`src/rtl/dbus_pkg.sv`:
```
// dbus_pkg: shared state encoding, region decode and device indices for the data-bus controller
package dbus_pkg;
    typedef enum logic [1:0] {IDLE, ACCESS, DONE} state_t;
    typedef enum logic [2:0] {T_BRAM, T_UART, T_LED, T_SW, T_NONE} target_t;
    localparam logic [3:0] REG_UART = 4'b1011;
    localparam logic [3:0] REG_LED  = 4'b1100;
    localparam logic [3:0] REG_SW   = 4'b1101;
    localparam int UART = 0;
    localparam int LED  = 1;
    localparam int SW   = 2;
    function automatic target_t decode(input logic [3:0] r);
        return !r[3] ? T_BRAM : r == REG_UART ? T_UART : r == REG_LED ? T_LED : r == REG_SW ? T_SW : T_NONE;
    endfunction
    function automatic logic [1:0] dev_idx(input target_t t);
        return t == T_LED ? 2'(LED) : t == T_SW ? 2'(SW) : 2'(UART);
    endfunction
endpackage

```
`src/rtl/dbus_controller_watchdog.sv`:
```
// bus_watchdog: counts access cycles and flags expiry on the last permitted cycle
module bus_watchdog #(
    parameter int TIMEOUT_CYCLES = 255
) (
    input  logic clock,
    input  logic reset,
    input  logic clear,
    input  logic enable,
    output logic expired
);
    logic [15:0] count;
    always_ff @(posedge clock) begin
        if (reset || clear) count <= 16'd0;
        else if (enable) count <= count + 16'd1;
    end
    assign expired = enable && count == 16'(TIMEOUT_CYCLES - 1);
endmodule

```
`src/rtl/dbus_controller.sv`:
```
// dbus_controller: single-outstanding data-bus sequencer from the CPU data port to BRAM and three I/O devices
module dbus_controller
    import dbus_pkg::*;
#(
    parameter int TIMEOUT_CYCLES = 255,
    parameter int ERRCNT_W = 8
) (
    input  logic                clock,
    input  logic                reset,
    input  logic [29:0]         cpu_addr,
    input  logic                cpu_read,
    input  logic [3:0]          cpu_we,
    input  logic [31:0]         cpu_wdata,
    output logic [31:0]         cpu_rdata,
    output logic                cpu_ack,
    output logic                mem_re,
    output logic [3:0]          mem_we,
    input  logic [31:0]         mem_rdata,
    input  logic                mem_ack,
    output logic [2:0]          io_re,
    output logic [2:0]          io_we,
    input  logic [95:0]         io_rdata,
    input  logic [2:0]          io_ack,
    output logic [31:0]         io_wdata,
    output logic [29:0]         io_addr,
    output logic                bus_error,
    output logic [ERRCNT_W-1:0] err_count,
    output logic [29:0]         err_addr
);
    state_t      state;
    target_t     tgt, dec;
    logic        wr, req, is_wr, bad, sel_ack, expired, fail;
    logic [1:0]  idx;
    logic [31:0] sel_data;

    bus_watchdog #(.TIMEOUT_CYCLES(TIMEOUT_CYCLES)) u_wdog (
        .clock(clock),
        .reset(reset),
        .clear(state != ACCESS),
        .enable(state == ACCESS),
        .expired(expired)
    );

    always_comb begin
        is_wr = cpu_we != 4'h0;
        req = cpu_read || is_wr;
        dec = decode(cpu_addr[29:26]);
        bad = dec == T_NONE || (dec != T_BRAM && is_wr && cpu_we != 4'hF);
        idx = dev_idx(tgt);
        sel_ack = tgt == T_BRAM ? mem_ack : io_ack[idx];
        sel_data = tgt == T_BRAM ? mem_rdata : io_rdata[{idx, 5'b0} +: 32];
        // an ack coinciding with expiry completes normally
        fail = (state == IDLE && req && bad) || (state == ACCESS && !sel_ack && expired);
    end

    always_ff @(posedge clock) begin
        if (reset) begin
            state     <= IDLE;
            tgt       <= T_BRAM;
            wr        <= 1'b0;
            cpu_rdata <= 32'h0;
            cpu_ack   <= 1'b0;
            bus_error <= 1'b0;
            mem_re    <= 1'b0;
            mem_we    <= 4'h0;
            io_re     <= 3'b0;
            io_we     <= 3'b0;
            io_wdata  <= 32'h0;
            io_addr   <= 30'h0;
            err_count <= '0;
            err_addr  <= 30'h0;
        end else begin
            case (state)
                IDLE: if (req) begin
                    io_addr  <= cpu_addr;
                    io_wdata <= cpu_wdata;
                    wr       <= is_wr;
                    tgt      <= dec;
                    if (bad) begin
                        state   <= DONE;
                        cpu_ack <= 1'b1;
                    end else begin
                        state  <= ACCESS;
                        mem_re <= dec == T_BRAM && !is_wr;
                        mem_we <= dec == T_BRAM ? cpu_we : 4'h0;
                        io_re  <= dec != T_BRAM && !is_wr ? 3'b1 << dev_idx(dec) : 3'b0;
                        io_we  <= dec != T_BRAM && is_wr ? 3'b1 << dev_idx(dec) : 3'b0;
                    end
                end
                ACCESS: if (sel_ack || expired) begin
                    state   <= DONE;
                    cpu_ack <= 1'b1;
                    mem_re  <= 1'b0;
                    mem_we  <= 4'h0;
                    io_re   <= 3'b0;
                    io_we   <= 3'b0;
                    if (sel_ack) cpu_rdata <= wr ? 32'h0 : sel_data;
                end
                default: begin
                    state     <= IDLE;
                    cpu_ack   <= 1'b0;
                    bus_error <= 1'b0;
                end
            endcase
            if (fail) begin
                bus_error <= 1'b1;
                cpu_rdata <= 32'h0;
                err_addr  <= state == IDLE ? cpu_addr : io_addr;
                err_count <= &err_count ? err_count : err_count + ERRCNT_W'(1);
            end
        end
    end
endmodule

```
`config.mk`:
```
export PLATFORM = sky130hd
export DESIGN_NAME = dbus_controller
export DESIGN_NICKNAME = d
export VERILOG_FILES = /design/src/rtl/dbus_pkg.sv /design/src/rtl/dbus_controller_watchdog.sv /design/src/rtl/dbus_controller.sv
export SDC_FILE = /design/constraint.sdc
export NUM_CORES = 1
export LEC_CHECK = 0
export ABC_AREA = 1
export BUFFER_PORTS_ARGS = -buffer_cell sky130_fd_sc_hd__buf_2
export CORE_MARGIN = 4
export CORE_UTILIZATION = 52
export DETAILED_ROUTE_END_ITERATION = 10
export GPL_TIMING_DRIVEN = 0
export HOLD_SLACK_MARGIN = 0.06
export PLACE_DENSITY = 0.95
export SLEW_MARGIN = 20
export SYNTH_ARGS = -nofsm -noshare
export SYNTH_HDL_FRONTEND = slang
export SYNTH_HIERARCHICAL = 1
export SYNTH_SLANG_ARGS = --single-unit
```
`constraint.sdc`:
```
create_clock -name clock -period 3.9 [get_ports clock]
set_input_delay 0.78 -clock clock [delete_from_list [all_inputs] [get_ports clock]]
set_output_delay 0.78 -clock clock [all_outputs]
set_load 0.01 [all_outputs]
```
==> results.sh <==
export IMPL_root_buffer="clkbuf_16"
export IMPL_drtIter0Drc=516
export IMPL_cts_tree="done"
export IMPL_min_period_over_period=0.702
export IMPL_end_kind="flip-flop"
export IMPL_area_growth_syn_to_layout_pct=31.0
export IMPL_clkLatencyLatePin_ns=0.42
export IMPL_clock_skew_ns=0.0152
export IMPL_io_pins=346
export IMPL_clk_pin_slew_ns=0.07
export IMPL_dieHeight_um=134
export IMPL_holdBufCountCts=0
export IMPL_ys_warn_count=6
export IMPL_synth_edf_count=0
export IMPL_irDropWorstVdd_v=0.000348
export IMPL_start_util=0.536
export IMPL_worst_slack_ns=1.16
export IMPL_grt_pass1_vias=8987
export IMPL_dp_hpwl_um=21400
export IMPL_die_area_um2=17900
export IMPL_rsz0062_at_grt="no"
export IMPL_async_reset_ff_frac=0
export IMPL_maxCapViolCount=0
export IMPL_post_route_min_period_ns=2.74
export IMPL_antenna_found_initial=1
export IMPL_grt_pass1_wl_um=42800
export IMPL_slowest_stage="nor2_2"
export IMPL_relSlewSlack=0.568
export IMPL_gp_congestion=0.938
export IMPL_cts_made_buffers=17
export IMPL_seq_area_frac_synth=0.405
export IMPL_via_count=9345
export IMPL_cts_buffer_depth=2
export IMPL_setup_viol=0
export IMPL_hp_class="flip-flop to flip-flop"
export IMPL_worstPathMaxFanout=15
export IMPL_finalPower_uw=5140
export IMPL_timing_fmax_mhz=365
export IMPL_post_route_drc_count=0
export IMPL_io_buffers=344
export IMPL_path_buf_inv=3
export IMPL_hold_ws_ns=0.470
export IMPL_synth_distinct_cells=40
export IMPL_critPathTopFamily="simple AND/OR/NAND/NOR gates"
export IMPL_synth_fp_nets=1430
export IMPL_htreeDepth=4
export IMPL_dp_cells=1781
export IMPL_hold_violations=0
export IMPL_layout_cells_non_filler=1814
export IMPL_status="complete, no violations"
export IMPL_grt_max_degree=17
export IMPL_synth_avg_cell_area_um2=6.73
export IMPL_path_class="flip-flop to flip-flop"
export IMPL_cp_data_arrival_time_ns=3.05
export IMPL_wire_per_inst_um=15.1
export IMPL_fin_setup_tns_ns=0
export IMPL_cts_sinks=167
export IMPL_firstDrtPassIters=5
export IMPL_viasPerCell=5.15
export IMPL_final_cell_mix="buf_2, nor2_1, nand2_1, dfxtp_1, o21ai_0"
export IMPL_post_place_ws_ns=1.19
export IMPL_cts_setup_buffers=0
export IMPL_ys_seq_elements=167
export IMPL_critPathMaxStageDelay_ns=0.51
export IMPL_final_common_cell="buf_2"
export IMPL_p_leak_uw=0.00550
export IMPL_tightest_slew_ns=0.648
export IMPL_syn_area_um2=8250
export IMPL_ant_nets=0
export IMPL_worstPathRequired_ns=4.21
export IMPL_finalMaxSlewViolations=0
export IMPL_finalWirelength_um=27300
export IMPL_core_um2=15400
export IMPL_path_cells="inv_1, nor2_2, nand2_1, nor2_2, nand2_2, nor4_1, nand4_1, nand2_2, clkinv_2, nand2_4, buf_6, nor2_1"
export IMPL_synthCells=1226
export IMPL_critPathLaunchType="flip-flop"
export IMPL_p_per_area_nw_per_um2=476
export IMPL_nets=1793
export IMPL_drive_gt1_frac=0.285
export IMPL_synth_flop_cell="dfxtp_1"
export IMPL_die_w_um=134
export IMPL_row_count=45
export IMPL_post_cts_resized=0
export IMPL_track_usage=0.293
export IMPL_globalRoute_totalOverflow=0
## Yosys cell counts, types with 2 or more instances
cell type | n | area [um2]
a211oi_1 | 4 | 30.0
a21oi_1 | 76 | 380
and3_1 | 2 | 12.5
buf_1 | 3 | 11.3
buf_2 | 22 | 110
buf_4 | 5 | 37.5
buf_6 | 5 | 56.3
clkbuf_1 | 37 | 139
dfxtp_1 | 167 | 3340
ha_1 | 3 | 37.5
inv_1 | 100 | 375
inv_2 | 5 | 18.8
nand2_1 | 211 | 792
nand2_2 | 6 | 37.5
nand2_4 | 2 | 22.5
nand3_1 | 58 | 290
nand3_2 | 3 | 30.0
nand4_1 | 15 | 93.8
nor2_1 | 251 | 942
nor2_2 | 6 | 37.5
nor2_4 | 3 | 33.8
nor3_1 | 3 | 15.0
o21ai_0 | 148 | 741
o21ai_1 | 5 | 25.0
o21bai_1 | 32 | 240
or2_0 | 13 | 81.3
or2_2 | 21 | 131
xor2_1 | 8 | 70.1
## registers in the layout (all words and copies together), names as in the netlist, 2 cells and up
signal        flops
err_count         8
io_wdata         32
io_re             3
u_wdog/count     16
io_addr          30
cpu_rdata        32
tgt               3
err_addr         30
state             2
io_we             3
mem_we            4
## layout make-up
type	count	area, um2
Multi-Input combinational cell	881	4150
Antenna cell	1	2.50
Fill cell	1309	4570
Inverter	106	399
Clock inverter	10	93.8
Timing Repair Buffer	344	1720
Tap cell	211	264
Sequential cell	167	3340
Buffer	72	354
Clock buffer	22	474
## worst reg2reg max path, stage by stage, from the launching register on
cell and delay (ns):
dfxtp_1 0.34, inv_1 0.09, nor2_2 0.51, nand2_1 0.17, nor2_2 0.21, nand2_2 0.09
nor4_1 0.29, nand4_1 0.23, nand2_2 0.21, clkinv_2 0.14, nand2_4 0.14, buf_6 0.16
nor2_1 0.06
## path summary, 6_finish.rpt
kind                            slack, ns  depth (start not counted)                          to                     start
worst max-delay path                 1.16                         12  cpu_rdata[24]$_SDFFE_PP0P_     state[0]$_SDFFE_PP0P_
worst min-delay path                 0.47                          2    io_addr[11]$_SDFFE_PP0P_  io_addr[11]$_SDFFE_PP0P_
worst max register to register       1.16                         12  cpu_rdata[24]$_SDFFE_PP0P_     state[0]$_SDFFE_PP0P_
worst min register to register       0.47                          2    io_addr[11]$_SDFFE_PP0P_  io_addr[11]$_SDFFE_PP0P_
## per-stage QoR
| stage | util | instance area [um2] |
|---|---|---|
| floorplan | - | 8250 |
| global placement | 0.666 | 10200 |
| detailed placement | 0.666 | 10200 |
| CTS | 0.703 | 10800 |
| global route | 0.703 | 10800 |
| finish | 0.703 | 10800 |
## per-layer routing
| metal | routed length, um | vias to the layer above | part of all wire | track usage |
|---|---|---|---|---|
| li1 | - | 4648 | - | - |
| met1 | 10100 | 4188 | 0.37 | 0.316 |
| met3 | 2610 | 68 | 0.095 | 0.0911 |
| met5 | 0 | - | 0 | 0 |
| met4 | 937 | 0 | 0.034 | 0.124 |
| met2 | 13700 | 441 | 0.50 | 0.530 |
## cell families after synthesis
kind of cell,share of synthesized area
compound gates,0.176
flops,0.405
xor+xnor,0.00956
fa+ha+maj,0.00455
simple gates,0.313
buf+inv,0.0914
## power by group
part / total [uW] / internal (uW) / switching (uW)
logic: 1520 / 584 / 932
clock network: 1610 / 932 / 681
registers: 2010 / 1900 / 113
No activity file was read; power rests on OpenSTA's default activity.
